## src/rtl/vx_commit_arb_pkg.sv

```systemverilog
// Shared definitions for the commit arbiter: payload layout, flag bit offsets,
// performance counter width and a select-width helper.
package vx_commit_arb_pkg;

    localparam int COMMIT_EOP_BIT = 0;
    localparam int COMMIT_SOP_BIT = 1;
    localparam int PERF_CTR_BITS  = 44;

    // Default 128-bit commit packet; eop lands on bit 0 and sop on bit 1.
    typedef struct packed {
        logic [14:0] uuid;
        logic [3:0]  wid;
        logic [3:0]  tmask;
        logic [31:0] pc;
        logic        wb;
        logic [4:0]  rd;
        logic [63:0] data;
        logic [0:0]  pid;
        logic        sop;
        logic        eop;
    } commit_data_t;

    localparam int COMMIT_DATAW = $bits(commit_data_t);

    typedef enum logic {
        ARB_OPEN   = 1'b0,
        ARB_LOCKED = 1'b1
    } lock_state_e;

    // Index width for n requesters; a single requester still gets one bit.
    function automatic int log2up(input int n);
        return (n > 1) ? $clog2(n) : 1;
    endfunction

endpackage

```

## src/rtl/vx_rr_lock_arbiter.sv

```systemverilog
// Round-robin arbiter with packet locking: once a requester starts a multi-beat
// packet it owns the grant until the beat carrying eop is accepted.
module vx_rr_lock_arbiter
    import vx_commit_arb_pkg::*;
#(
    parameter int  NUM_REQS = 4,
    localparam int SEL_W    = log2up(NUM_REQS)
) (
    input  logic                clk,
    input  logic                reset,
    input  logic [NUM_REQS-1:0] requests,
    input  logic                fire,
    input  logic                sop,
    input  logic                eop,
    output logic [NUM_REQS-1:0] grant,
    output logic [SEL_W-1:0]    grant_idx,
    output logic                locked
);

    lock_state_e      state, state_n;
    logic [SEL_W-1:0] rr_ptr, rr_ptr_n;
    logic [SEL_W-1:0] lock_idx, lock_idx_n;
    logic [SEL_W:0]   probe;
    logic [SEL_W-1:0] pick;
    logic             found;

    assign locked = (state == ARB_LOCKED);

    // NOTE: every always_comb output gets a default first so no path leaves it unassigned (no latch).
    always_comb begin
        grant     = '0;
        grant_idx = '0;
        probe     = '0;
        pick      = '0;
        found     = 1'b0;
        if (state == ARB_LOCKED) begin
            grant_idx       = lock_idx;
            grant[lock_idx] = requests[lock_idx];
        end else begin
            for (int k = 0; k < NUM_REQS; k++) begin
                probe = {1'b0, rr_ptr} + (SEL_W+1)'(k);
                if (probe >= (SEL_W+1)'(NUM_REQS)) begin
                    probe = probe - (SEL_W+1)'(NUM_REQS);
                end
                if (!found && requests[probe[SEL_W-1:0]]) begin
                    found = 1'b1;
                    pick  = probe[SEL_W-1:0];
                end
            end
            grant_idx   = pick;
            grant[pick] = found;
        end
    end

    always_comb begin
        state_n    = state;
        rr_ptr_n   = rr_ptr;
        lock_idx_n = lock_idx;
        if (fire) begin
            rr_ptr_n = (grant_idx == SEL_W'(NUM_REQS - 1)) ? '0 : grant_idx + 1'b1;
            unique case (state)
                ARB_OPEN: begin
                    if (sop && !eop) begin
                        state_n    = ARB_LOCKED;
                        lock_idx_n = grant_idx;
                    end
                end
                ARB_LOCKED: begin
                    if (eop) begin
                        state_n = ARB_OPEN;
                    end
                end
                default: state_n = ARB_OPEN;
            endcase
        end
    end

    // NOTE: state registers use non-blocking assignments so all flops update together at the edge.
    always_ff @(posedge clk or posedge reset) begin
        if (reset) begin
            state    <= ARB_OPEN;
            rr_ptr   <= '0;
            lock_idx <= '0;
        end else begin
            state    <= state_n;
            rr_ptr   <= rr_ptr_n;
            lock_idx <= lock_idx_n;
        end
    end

`ifndef SYNTHESIS
    // A beat accepted outside a packet must open one.
    a_sop_when_open: assert property (@(posedge clk) disable iff (reset)
        (fire && state == ARB_OPEN) |-> sop);
`endif

endmodule

```

## src/rtl/vx_commit_arb.sv

```systemverilog
// Commit arbiter: merges NUM_REQS execution-unit commit streams onto one channel,
// optionally through a one-entry output register. Define VX_COMMIT_ARB_PERF_EN for perf counters.
module vx_commit_arb
    import vx_commit_arb_pkg::*;
#(
    parameter int  NUM_REQS = 4,
    parameter int  DATAW    = COMMIT_DATAW,
    parameter int  OUT_BUF  = 1,
    localparam int SEL_W    = log2up(NUM_REQS)
) (
    input  logic                      clk,
    input  logic                      reset,
    input  logic [NUM_REQS-1:0]       in_valid,
    input  logic [NUM_REQS*DATAW-1:0] in_data,
    output logic [NUM_REQS-1:0]       in_ready,
    output logic                      out_valid,
    output logic [DATAW-1:0]          out_data,
    output logic [SEL_W-1:0]          out_sel,
    input  logic                      out_ready
`ifdef VX_COMMIT_ARB_PERF_EN
    ,
    output logic [PERF_CTR_BITS-1:0]  perf_stall_cycles,
    output logic [PERF_CTR_BITS-1:0]  perf_commits
`endif
);

    logic [NUM_REQS-1:0] grant;
    logic [SEL_W-1:0]    grant_idx;
    logic                locked;
    logic [DATAW-1:0]    sel_data;
    logic                en;
    logic                fire;

    always_comb begin
        sel_data = '0;
        for (int i = 0; i < NUM_REQS; i++) begin
            if (grant_idx == SEL_W'(i)) begin
                sel_data = in_data[i*DATAW +: DATAW];
            end
        end
    end

    // Nothing is accepted while reset is held, even if requesters keep valid high.
    assign in_ready = (en && !reset) ? grant : '0;
    assign fire     = |(in_valid & in_ready);

    vx_rr_lock_arbiter #(
        .NUM_REQS (NUM_REQS)
    ) u_arb (
        .clk       (clk),
        .reset     (reset),
        .requests  (in_valid),
        .fire      (fire),
        .sop       (sel_data[COMMIT_SOP_BIT]),
        .eop       (sel_data[COMMIT_EOP_BIT]),
        .grant     (grant),
        .grant_idx (grant_idx),
        .locked    (locked)
    );

    generate
        if (OUT_BUF != 0) begin : g_buf
            logic             valid_q;
            logic [DATAW-1:0] data_q;
            logic [SEL_W-1:0] sel_q;

            // The slot may refill in the same cycle it drains.
            assign en = !valid_q || out_ready;

            always_ff @(posedge clk or posedge reset) begin
                if (reset) begin
                    valid_q <= 1'b0;
                    data_q  <= '0;
                    sel_q   <= '0;
                end else if (fire) begin
                    valid_q <= 1'b1;
                    data_q  <= sel_data;
                    sel_q   <= grant_idx;
                end else if (out_ready) begin
                    valid_q <= 1'b0;
                end
            end

            assign out_valid = valid_q;
            assign out_data  = data_q;
            assign out_sel   = sel_q;
        end else begin : g_pass
            assign en        = out_ready;
            assign out_valid = |(in_valid & grant) && !reset;
            assign out_data  = sel_data;
            assign out_sel   = grant_idx;
        end
    endgenerate

`ifdef VX_COMMIT_ARB_PERF_EN
    logic [PERF_CTR_BITS-1:0] stall_q;
    logic [PERF_CTR_BITS-1:0] commits_q;

    always_ff @(posedge clk or posedge reset) begin
        if (reset) begin
            stall_q   <= '0;
            commits_q <= '0;
        end else begin
            if (out_valid && !out_ready && !(&stall_q)) begin
                stall_q <= stall_q + 1'b1;
            end
            if (out_valid && out_ready && out_data[COMMIT_EOP_BIT] && !(&commits_q)) begin
                commits_q <= commits_q + 1'b1;
            end
        end
    end

    assign perf_stall_cycles = stall_q;
    assign perf_commits      = commits_q;
`endif

`ifndef SYNTHESIS
    a_one_ready: assert property (@(posedge clk) disable iff (reset) $onehot0(in_ready));
    a_lock_owner: assert property (@(posedge clk) disable iff (reset)
        (locked && fire) |-> in_ready[grant_idx]);
`endif

endmodule

```

## config.mk

```make
export PLATFORM = sky130hd
export DESIGN_NAME = vx_commit_arb
export DESIGN_NICKNAME = d
export VERILOG_FILES = /design/src/rtl/vx_commit_arb_pkg.sv /design/src/rtl/vx_rr_lock_arbiter.sv /design/src/rtl/vx_commit_arb.sv
export SDC_FILE = /design/constraint.sdc
export NUM_CORES = 1
export LEC_CHECK = 0
export ABC_CLOCK_PERIOD_IN_PS = 11010
export BUFFER_PORTS_ARGS = -buffer_cell sky130_fd_sc_hd__buf_4
export CAP_MARGIN = 20
export CORE_AREA = 4 4 253 255
export CTS_CLUSTER_DIAMETER = 50
export DETAILED_ROUTE_END_ITERATION = 10
export DIE_AREA = 0 0 257 259
export GPL_ROUTABILITY_DRIVEN = 0
export PLACE_DENSITY_LB_ADDON = 0.15
export RECOVER_POWER = 25
export SYNTH_ARGS = -nofsm -noshare
export SYNTH_HDL_FRONTEND = slang
export SYNTH_SLANG_ARGS = --single-unit
```

## constraint.sdc

```tcl
create_clock -name clk -period 11.01 [get_ports clk]
set_input_delay 1.101 -clock clk [delete_from_list [all_inputs] [get_ports clk]]
set_output_delay 1.101 -clock clk [all_outputs]
set_load 0.005 [all_outputs]
```

==> results.md <==
- The final layout contains routed wiring with a total length of between 50 and 60 mm.
- Clock-pin slew was measured on the worst setup and hold paths at ~60 ps.
- The height of the chip is approximately 260 um.
- The data required time of the critical path is between 10000 and 15000 ps.
- The total congestion overflow after global routing is 0.
- Headroom to the max-slew limit came out at -166%.
- The largest net degree at the start of global routing is 96.
- For this run, the total global-route usage over all layers was measured as 15.5%.
- The number of antenna violations at the first check in global routing is 0.
- The root buffer cell chosen for the clock tree is clkbuf_16.
- The count of cells along the worst register-to-register path is 12.
- The checks that failed: capacitance limit, slew limit.
- The maximum net fanout on the critical path is 67.
- The maximum clock rate is 226 MHz.
- The final-report hold violation count was 0.
- The share of total power dissipated in combinational logic is 67.5%.
- The number of endpoints failing setup at the final stage is 0.
- The setup slack after placement is approximately 6000 ps.
- The quantity of hold-fixing buffers added after cts is 0.
- The count of filler cells inserted in the layout is ~7k.
- The analysis attributes to net switching a power of 2350 uW.
- The number of sinks driven by the clock tree is roughly 140.
- The detail route stage leaves a number of antenna-violating nets equal to 0.
- Leaving out fill and tap cells, the most frequent cell in the layout is buf_4.
- The routed wire length per instance is between 20 and 25 um.
- The commonest register cell after synthesis is dfrtp_1.
- The initial core utilization is between 10% and 20%.
- The setup clock skew after layout is 9.09 ps.
- For the worst setup path, the data arrival time is 4810 ps.
- The number of port buffers is around 650.
- Counting every instance in the synthesized netlist gives approximately 1.2k.
- The synthesis warning total is 0.
- The path class of the tightest hold or removal check is flop to flop.
- The area of the die is 66600 um2.
- The number of buffers added by the clock tree synthesis step is 17.
- Net switching is 50.0% of the power.
- Counting distinct cell types in the post-synthesis netlist gives 34.
- In the routed layout, each cell is associated on average with a via count of around 4.2.
- Final hold analysis gives a worst-case slack of between 500 and 600 ps.
- Counting flops and latches in the post-synthesis netlist gives 136.
- At the pin with the least slew margin, the transition time is 3960 ps.
- The post-cts gate resize count is 0.
- The cell count of the worst hold path is 2.
- The share of the Yosys chip area taken by registers is 38.5%.
- The synthesized cell area is around 8800 um2.
- The maximum buffer depth of the clock tree is 2.
- The routed design could run at a clock period as short as about 4400 ps.
- The H-tree depth reported by CTS is 4.
- The class of the most critical setup path is input port to flop.
- Setup slack on the critical path of the routed design comes to between 6000 and 7000 ps.
- Measured along the x axis, the die boundary spans between 200 and 300 um.
- The number of detailed-routing iterations run before antenna repair is 5.
- After legalization and detailed placement, the total HPWL measured 42.3 mm.
- The total area inside the core boundary comes to ~62000 um2.
- Of the total power, the clock network draws 12.3%.
- The peak supply drop is 349 uV.
- The via count of the first global-routing pass is around 11k.
- The post-route fraction of the period consumed by the critical path is approximately two fifths.
- Leaving out fill and tap cells, the most frequent cells in the layout are 638 x buf_4, 377 x a21oi_1, 372 x nor2_1.
- The kind of end point of the critical path is a flop.
- The latest clock arrival within the worst-skew pair is ~470 ps.
- Adding up every negative setup slack in the final design gives 0 ps.
- Max-cap violations in this run came to 1.
- The sequential fraction of design power is about a fifth.
- The leakage power summed over all cells is approximately 0.0068 uW.
- The total nets after synthesis is about 1.7k.
- The count of nets after finishing is 2294.
- approximately 650 I/O pins were placed.
- Setup repair after global routing left no endpoint under its margin.
- The number of DRC markers in iteration 0 is slightly below 600.
- The first global-routing pass estimated 76.3 mm of wire.
- The initialized floorplan defines 91 standard-cell rows.
- The startpoint class of the critical path is an input port.
- The number of setup buffers added after CTS is 0.
- The final route contains about 11k vias.
- Relative to the synthesized area, the layout overhead comes to 67.0%.
- The number of DRC violations after detailed routing is 0.
- The final max-slew violation count is between 70 and 80.
- Power spread over the standard cell area amounts to approximately 320 nW/um2.
- TritonCTS built the clock tree.
- The internal power of the cells is between 2000 and 2500 uW.
- The average cell area after synthesis is 7.34 um2.
- The synthesized design contains 0 enable-type register cells.
- The run finished, with violations left.
- The post-route netlist has 39.8% of its cells at a drive strength greater than 1.
- For this run, asynchronously set or reset flops after synthesis account for 100%.
==> cell families (layout without fill, tap and decap cells) <==
family / Yosys count / after routing / share of synthesized area, %
other cells: 0 / 1 / 0
simple gates: 410 / 410 / 18.4
mux: 6 / 6 / 0.779
flops: 136 / 136 / 38.5
fa+ha+maj: 4 / 4 / 0.566
compound gates: 526 / 526 / 34.2
buf+inv: 122 / 699 / 7.59
==> sequential cells by signal, summed over array words and instances (netlist names) <==
| signal | flops |
|---|---|
| out_valid | 1 |
| out_sel | 2 |
| u_arb.rr_ptr | 2 |
| u_arb.locked | 1 |
| out_data | 128 |
| u_arb.lock_idx | 2 |
==> power by group through the flow <==
stage,clock network [uW],logic (uW),registers [uW]
5_1_grt,628,3580,983
3_3_place_gp,0,3230,951
4_1_cts,613,3270,950
3_5_place_dp,0,3260,953
6_report,579,3160,946
2_1_floorplan,0,2100,951
==> critical path, cell delays in order <==
cell,delay [ps]
buf_4,130
mux2i_1,190
nor2_1,60
nor3_1,410
mux2_2,350
ha_4,670
buf_4,770
a22oi_1,400
nor2_1,200
a21oi_1,60
nor2_1,170
a21oi_1,60
a21oi_1,180
==> routing by layer <==
metal	GRT usage, %	routed length (um)	vias up
met3	3.42	2370	67
met1	18.1	21400	5256
met5	0	0	-
met2	27.8	28600	304
li1	-	-	5368
met4	5.43	1430	0
==> stage by stage <==
stage	cell area, um2	util (%)	total power, uW	instances
CTS	14800	24.1	4830	2618
finish	14800	24.0	4690	2619
global placement	14300	23.2	4180	2589
floorplan	8840	-	3050	1204
global route	14800	24.0	5190	2618
detailed placement	14300	23.2	4210	2589
==> final timing paths <==
check                                            startpoint                            end  slack, ps
max in group asynchronous                             reset       out_data[31]$_DFFE_PP0P_       7020
worst max-delay path                            in_valid[2]      out_data[103]$_DFFE_PP0P_       6590
worst min-delay path               out_data[35]$_DFFE_PP0P_       out_data[35]$_DFFE_PP0P_        530
worst max register to register  u_arb.rr_ptr[1]$_DFFE_PP0P_      out_data[103]$_DFFE_PP0P_       6800
min in group asynchronous                             reset  u_arb.lock_idx[0]$_DFFE_PP0P_       1840
worst min register to register     out_data[35]$_DFFE_PP0P_       out_data[35]$_DFFE_PP0P_        530
==> synthesized netlist by cell type (2+ instances only) <==
master	instances	area, um2
dfrtp_1	136	3400
o21ai_1	2	10.0
nor2_1	372	1400
nor2b_1	6	37.5
a221oi_1	2	17.5
buf_6	28	315
nor2_2	12	75.1
a21oi_2	10	87.6
a22oi_1	125	938
nor3_1	5	25.0
nand2_1	5	18.8
mux2_2	3	33.8
mux2i_1	2	20.0
buf_2	2	10.0
o21ai_0	2	10.0
nand2b_1	3	18.8
a31o_2	2	17.5
and3_1	2	12.5
o21a_1	2	15.0
clkbuf_1	70	263
ha_1	4	50.1
buf_1	15	56.3
a21oi_1	377	1890
inv_1	7	26.3
==> area by class of cell <==
type	count	area, um2	share of cell area, %
antenna	1	2.50	0.0170
sequential	136	3400	23.1
clock buffer	20	447	3.03
multi-input combinational	946	4810	32.6
timing repair buffer	663	4910	33.3
inverter	7	27.5	0.187
clock inverter	9	104	0.704
tap	837	1050	7.10
Note: power is estimated with default switching activity, not from simulation.
